## src/rtl/tx_resp_pkg.sv

```systemverilog
// Shared constants, header layout and FSM encoding for the TX response parser.
package tx_resp_pkg;

   localparam int unsigned DATA_W     = 64;
   localparam int unsigned SID_W      = 32;
   localparam int unsigned SEQ_W      = 12;
   localparam int unsigned CNT_W      = 16;
   localparam int unsigned SET_ADDR_W = 8;
   localparam int unsigned SET_DATA_W = 32;

   // Context-packet header identity
   localparam logic [3:0]  CTX_TYPE = 4'h4;
   localparam logic [15:0] CTX_LEN  = 16'd6;

   // Settings register offsets relative to BASE
   localparam int unsigned REG_FILTER_SID = 0;
   localparam int unsigned REG_FILTER_EN  = 1;

   // Upper half of beat0
   typedef struct packed {
      logic [3:0]       pkt_type;
      logic [SEQ_W-1:0] seqnum;
      logic [15:0]      len;
   } hdr_t;

   typedef enum logic [2:0] {
      ST_HDR,
      ST_TIME,
      ST_BODY,
      ST_EMIT,
      ST_DRAIN
   } state_t;

   // Increment that sticks at all-ones
   function automatic logic [CNT_W-1:0] sat_inc(input logic [CNT_W-1:0] v);
      return (v == '1) ? v : v + CNT_W'(1);
   endfunction

endpackage

```

## src/rtl/tx_resp_hdr_check.sv

```systemverilog
// Beat0 validation: type/length match plus optional SID filter held in settings registers.
module tx_resp_hdr_check
   import tx_resp_pkg::*;
#(
   parameter int unsigned BASE = 0
) (
   input  logic                  clk,
   input  logic                  reset_n,
   input  logic                  set_stb,
   input  logic [SET_ADDR_W-1:0] set_addr,
   input  logic [SET_DATA_W-1:0] set_data,
   input  logic [3:0]            pkt_type,
   input  logic [15:0]           pkt_len,
   input  logic [SID_W-1:0]      sid,
   output logic                  hdr_ok_c
);

   logic [SID_W-1:0] filter_sid;
   logic             filter_en;

   // Settings bus writes; not affected by the parser's synchronous clear
   always_ff @(posedge clk or negedge reset_n) begin
      if (!reset_n) begin
         filter_sid <= '0;
         filter_en  <= 1'b0;
      end else if (set_stb) begin
         if (set_addr == SET_ADDR_W'(BASE + REG_FILTER_SID)) filter_sid <= set_data;
         if (set_addr == SET_ADDR_W'(BASE + REG_FILTER_EN))  filter_en  <= set_data[0];
      end
   end

   // Header acceptance
   always_comb begin
      hdr_ok_c = (pkt_type == CTX_TYPE) && (pkt_len == CTX_LEN) &&
                 (!filter_en || (sid == filter_sid));
   end

endmodule

```

## src/rtl/tx_response_parser.sv

```systemverilog
// Parses 3-beat context reply packets into ack/error events with diagnostics.
// Optional: define TX_RESP_PARSER_SEQ_CHECK_EN to build reply-seqnum continuity checking.
module tx_response_parser
   import tx_resp_pkg::*;
#(
   parameter int unsigned BASE = 0
) (
   input  logic                  clk,
   input  logic                  reset_n,
   input  logic                  clear,
   input  logic                  set_stb,
   input  logic [SET_ADDR_W-1:0] set_addr,
   input  logic [SET_DATA_W-1:0] set_data,
   input  logic [DATA_W-1:0]     i_tdata,
   input  logic                  i_tlast,
   input  logic                  i_tvalid,
   output logic                  i_tready,
   output logic [SID_W-1:0]      evt_sid,
   output logic [SEQ_W-1:0]      evt_seqnum,
   output logic [63:0]           evt_time,
   output logic [63:0]           evt_code,
   output logic                  evt_is_error,
   output logic                  evt_valid,
   input  logic                  evt_ready,
   output logic [CNT_W-1:0]      bad_pkt_cnt,
   output logic [CNT_W-1:0]      seq_gap_cnt
);

   state_t state;
   hdr_t   beat_hdr;
   logic   xfer;
   logic   hdr_ok_c;

   assign beat_hdr = hdr_t'(i_tdata[63:32]);
   assign xfer     = i_tvalid & i_tready;

   tx_resp_hdr_check #(.BASE(BASE)) u_hdr_check (
      .clk      (clk),
      .reset_n  (reset_n),
      .set_stb  (set_stb),
      .set_addr (set_addr),
      .set_data (set_data),
      .pkt_type (beat_hdr.pkt_type),
      .pkt_len  (beat_hdr.len),
      .sid      (i_tdata[SID_W-1:0]),
      .hdr_ok_c (hdr_ok_c)
   );

   // Packet FSM with registered stream-ready, event fields and bad-packet counter
   always_ff @(posedge clk or negedge reset_n) begin
      if (!reset_n) begin
         state        <= ST_HDR;
         i_tready     <= 1'b0;
         evt_valid    <= 1'b0;
         evt_sid      <= '0;
         evt_seqnum   <= '0;
         evt_time     <= '0;
         evt_code     <= '0;
         evt_is_error <= 1'b0;
         bad_pkt_cnt  <= '0;
      end else if (clear) begin
         state        <= ST_HDR;
         i_tready     <= 1'b1;
         evt_valid    <= 1'b0;
         evt_sid      <= '0;
         evt_seqnum   <= '0;
         evt_time     <= '0;
         evt_code     <= '0;
         evt_is_error <= 1'b0;
         bad_pkt_cnt  <= '0;
      end else begin
         i_tready <= 1'b1;
         case (state)
            ST_HDR: begin
               if (xfer) begin
                  evt_sid    <= i_tdata[SID_W-1:0];
                  evt_seqnum <= beat_hdr.seqnum;
                  if (!hdr_ok_c || i_tlast) begin
                     bad_pkt_cnt <= sat_inc(bad_pkt_cnt);
                     state       <= i_tlast ? ST_HDR : ST_DRAIN;
                  end else begin
                     state <= ST_TIME;
                  end
               end
            end
            ST_TIME: begin
               if (xfer) begin
                  evt_time <= i_tdata;
                  if (i_tlast) begin
                     bad_pkt_cnt <= sat_inc(bad_pkt_cnt);
                     state       <= ST_HDR;
                  end else begin
                     state <= ST_BODY;
                  end
               end
            end
            ST_BODY: begin
               if (xfer) begin
                  if (i_tlast) begin
                     evt_code     <= i_tdata;
                     evt_is_error <= |i_tdata[63:12];
                     evt_valid    <= 1'b1;
                     i_tready     <= 1'b0;
                     state        <= ST_EMIT;
                  end else begin
                     bad_pkt_cnt <= sat_inc(bad_pkt_cnt);
                     state       <= ST_DRAIN;
                  end
               end
            end
            ST_EMIT: begin
               if (evt_ready) begin
                  evt_valid <= 1'b0;
                  state     <= ST_HDR;
               end else begin
                  i_tready <= 1'b0;
               end
            end
            ST_DRAIN: begin
               if (xfer && i_tlast) state <= ST_HDR;
            end
            default: state <= ST_HDR;
         endcase
      end
   end

`ifdef TX_RESP_PARSER_SEQ_CHECK_EN
   logic [SEQ_W-1:0] exp_seq;
   logic             exp_vld;
   logic [CNT_W-1:0] gap_cnt;

   // Seqnum continuity: compare each emitted reply against the previous one plus one
   always_ff @(posedge clk or negedge reset_n) begin
      if (!reset_n) begin
         exp_seq <= '0;
         exp_vld <= 1'b0;
         gap_cnt <= '0;
      end else if (clear) begin
         exp_seq <= '0;
         exp_vld <= 1'b0;
         gap_cnt <= '0;
      end else if ((state == ST_BODY) && xfer && i_tlast) begin
         if (exp_vld && (evt_seqnum != exp_seq)) gap_cnt <= sat_inc(gap_cnt);
         exp_seq <= evt_seqnum + SEQ_W'(1);
         exp_vld <= 1'b1;
      end
   end

   assign seq_gap_cnt = gap_cnt;
`else
   assign seq_gap_cnt = '0;
`endif

endmodule
```

## config.mk

```make
export PLATFORM = sky130hd
export DESIGN_NAME = tx_response_parser
export DESIGN_NICKNAME = d
export VERILOG_FILES = /design/src/rtl/tx_resp_pkg.sv /design/src/rtl/tx_resp_hdr_check.sv /design/src/rtl/tx_response_parser.sv
export SDC_FILE = /design/constraint.sdc
export NUM_CORES = 1
export LEC_CHECK = 0
export BUFFER_PORTS_ARGS = -buffer_cell sky130_fd_sc_hd__buf_2
export CAP_MARGIN = 20
export CORE_UTILIZATION = 51
export CTS_CLUSTER_DIAMETER = 120
export DETAILED_ROUTE_END_ITERATION = 8
export PLACE_DENSITY = 0.82
export SETUP_SLACK_MARGIN = 0.4
export SLEW_MARGIN = 5
export SYNTH_ARGS = -nofsm -noshare
export SYNTH_HDL_FRONTEND = slang
export SYNTH_SLANG_ARGS = --single-unit
```

## constraint.sdc

```tcl
create_clock -name clk -period 2.1 [get_ports clk]
set_input_delay 0.42 -clock clk [delete_from_list [all_inputs] [get_ports clk]]
set_output_delay 0.42 -clock clk [all_outputs]
set_load 0.01 [all_outputs]
```

==> results.py <==
metrics = {
    "yosys": {
        "synth-edff-count": 0,
        "ys_warn_count": 0,
        "synth_top_area_cell": "dfrtp_1",
        "synth_xor_area_frac": 0.0288,
        "avgSynthCellArea_sq_um": 9.57,
        "synth_ff_type": "dfrtp_1",
        "syn-instance-count": 1049,
        "syn_area_sq_um": 10000,
        "ys_seq_area_frac": 0.566,
        "synth_top_family_by_area": "simple AND/OR/NAND/NOR gates",
        "synth_area_leaders": "dfrtp_1 57%, nand2_1 11%, a21oi_1 5.5%",
        "yosysMostFrequentCell": "nand2_1",
        "synth_cell_types": 46,
        "synth-simple-area-share": 0.206,
        "async_flop_share": 1.00,
        "synthMuxAreaShare": 0.0370,
        "synth_fa_ha_area_frac": 0.00125,
        "ys_ff_latch": 227,
        "yosysTopAreaCellShare": 0.566,
        "synthTopCellsByCount": "300 x nand2_1, 227 x dfrtp_1, 110 x a21oi_1",
        "synth-compound-area-share": 0.116,
    },
    "global_route": {
        "grt_pass1_wl_mm": 49.0,
        "track_usage": 0.314,
        "grt-ovfl-total": 0,
        "grt_max_degree": 128,
        "antenna_found_initial": 2,
        "grt_pass1_vias": 8969,
    },
    "clocking": {
        "cts.root.buffer_cell": "clkbuf_16",
        "clk_pin_slew_ns": 0.06,
        "clock_path_buffers": 3,
        "numCtsBuffers": 24,
        "clock_sinks": 227,
        "clkLatencyLatePin_ns": 0.51,
        "cts_tree": "done",
        "h-tree-depth": 1,
    },
    "sta": {
        "hold_violations": 0,
        "finClkSkew_ns": 0.00641,
        "max_freq_ghz": 0.480,
        "setup_viol": 0,
        "rsz0062_at_grt": "yes",
        "worst_slew_pin_slew_ns": 0.690,
        "slew_headroom": 0.536,
        "finalCritPeriodShare": 0.991,
        "fin_crit_ns": 2.08,
        "drv_slew": 0,
        "setup_tns_ns": 0,
    },
    "route": {
        "vias": 9649,
        "totalWireLength_mm": 37.5,
        "drcViolationCount": 0,
        "wl_met1_mm": 13.7,
        "wl_met2_mm": 18.2,
        "top_layer": "met4",
        "drt_pass1_iterations": 7,
        "drt_iter0_drc": 773,
        "route.met3.wl_mm": 3.76,
        "via_per_inst": 5.73,
        "wl_per_cell_um": 22.3,
        "drtAntennaViolNets": 0,
    },
    "die": {
        "coreArea_sq_um": 19000,
        "fp.dieW_um": 142,
        "die_y_um": 142,
        "io_pins": 318,
        "die-area_sq_um": 20300,
        "start_util": 0.528,
        "rows": 50,
    },
    "critical_path": {
        "crit_chain": "xor2_1 > nor4_1 > nand4_1 > o21ai_4 > a31oi_4 > a211o_1 > o41ai_2",
        "crit_required_ns": 2.50,
        "max_stage_delay_ns": 0.43,
        "start_kind": "register",
        "cp-end-kind": "register",
        "slowest_stage": "dfrtp_1",
        "crit_type": "reg -> reg",
        "cp_max_fo": 4,
        "worstPathArrival_ns": 2.49,
    },
    "power_and_ir_drop": {
        "power.density_nw_per_um2": 713,
        "ir_worst_vdd_mv": 0.627,
        "p_leak_uw": 0.00723,
    },
    "placed_design": {
        "hpwl_mm": 21.2,
        "dp_cells": 1597,
        "io_buffers": 301,
        "routabilityCongestion": 0.896,
        "placed_area_sq_um": 12100,
    },
    "run": {
        "maxCapViolations": 0,
    },
    "layout": {
        "drive_gt1_frac": 0.454,
        "stdcell_count": 1683,
        "final_area_sq_um": 14400,
        "areaGrowthSynthToFinish_pct": 43.9,
        "nFillCells": 1227,
        "seq_area_sq_um": 5690,
        "nets": 1517,
        "multi_input_area_sq_um": 4940,
    },
    "outcome": {
        "status": "finished clean",
    },
    "hold_path": {
        "hold_class": "in -> reg",
    },
}
[worst paths after layout]
check                                                 from                          to  slack [ns]  depth (start not counted)
worst max-delay path            u_hdr_check.filter_sid[24]             bad_pkt_cnt[14]        0.02                          7
worst min-delay path                          set_data[12]  u_hdr_check.filter_sid[12]        0.14                          2
worst max register to register  u_hdr_check.filter_sid[24]             bad_pkt_cnt[14]        0.02                          7
worst min register to register                evt_time[53]                evt_time[53]        0.47                          2
max in group asynchronous                          reset_n   u_hdr_check.filter_sid[8]        0.94                          3
min in group asynchronous                          reset_n                evt_time[20]        0.42                          2
[routing by layer]
layer,GRT usage,vias up
met1,0.393,4704
met2,0.531,606
li1,-,4198
met3,0.0767,141
met4,0.106,0
met5,0,-
[critical path: cells and delay by family, from the launching register on]
family                    cells  cell delay (ns)
AOI/OAI and AO/OA             4             0.86
DFF                           1             0.43
xor gates and xnor gates      1             0.18
and+or+nand+nor               2             0.50
[cells in the final DEF (no fill, tap or decap), drive strengths merged, types with 2 or more instances in the layout]
cell    count
buf       379
nand2     300
dfrtp     227
a21oi     110
o21ai      82
nand2b     59
clkbuf     51
mux2       33
xor2       33
nor4       23
conb       16
nor2       14
o31ai      13
nand3      12
nor2b      11
nor3        8
inv         7
nand4       6
or2b        5
or3         5
or2         5
diode       3
clkinv      3
a31oi       3
a21o        2
o311ai      2
[registers in the layout (all words and copies together), names as in the netlist]
| register | count |
|---|---|
| bad_pkt_cnt | 16 |
| evt_valid | 1 |
| u_hdr_check.filter_en | 1 |
| evt_code | 64 |
| i_tready | 1 |
| evt_sid | 32 |
| evt_time | 64 |
| u_hdr_check.filter_sid | 32 |
| evt_seqnum | 12 |
| evt_is_error | 1 |
| state | 3 |
[what timing repair did]
action / in CTS / in global routing
buffers inserted: 10 / 8
cloned: 5 / 18
hold buffers: 1 / 0
resized for setup: 27 / 235
pin swaps: 12 / 129
setup endpoints to repair: 114 / 185
hold endpoints to repair: 44 / 0
[stage by stage]
step                utilization  hold slack, ns  worst slack (ns)  total power, uW
global placement          0.636           0.369            -0.170             5990
CTS                       0.691           0.136             0.102            10000
floorplan                     -           0.124             0.378             5350
detailed placement        0.636           0.370            -0.221             6040
finish                    0.760           0.143            0.0180            10300
global route              0.760           0.132           -0.0445            10600
[kinds of logic (layout without fill, tap and decap cells)]
group           after synthesis  after routing
flops                       227            227
simple gates                451            453
xor+xnor                     33             33
mux                          33             33
fa+ha+maj                     1              1
other cells                   1             19
compound gates              215            216
buf+inv                      88            441
[area by class of cell]
cell class / count / area share
Antenna cell: 3 / 0.000520
Inverter: 7 / 0.00182
Multi-Input combinational cell: 752 / 0.342
Clock inverter: 3 / 0.00104
Timing Repair Buffer: 393 / 0.190
Clock buffer: 38 / 0.0488
Sequential cell: 227 / 0.394
Tap cell: 260 / 0.0225
[power breakdown]
group	total (uW)	switching, uW	internal, uW	leakage, uW
Combinational	1580	979	600	0.00381
Clock	3990	1710	2280	0.000353
Sequential	4720	137	4580	0.00307
No activity file was read; power rests on OpenSTA's default activity.
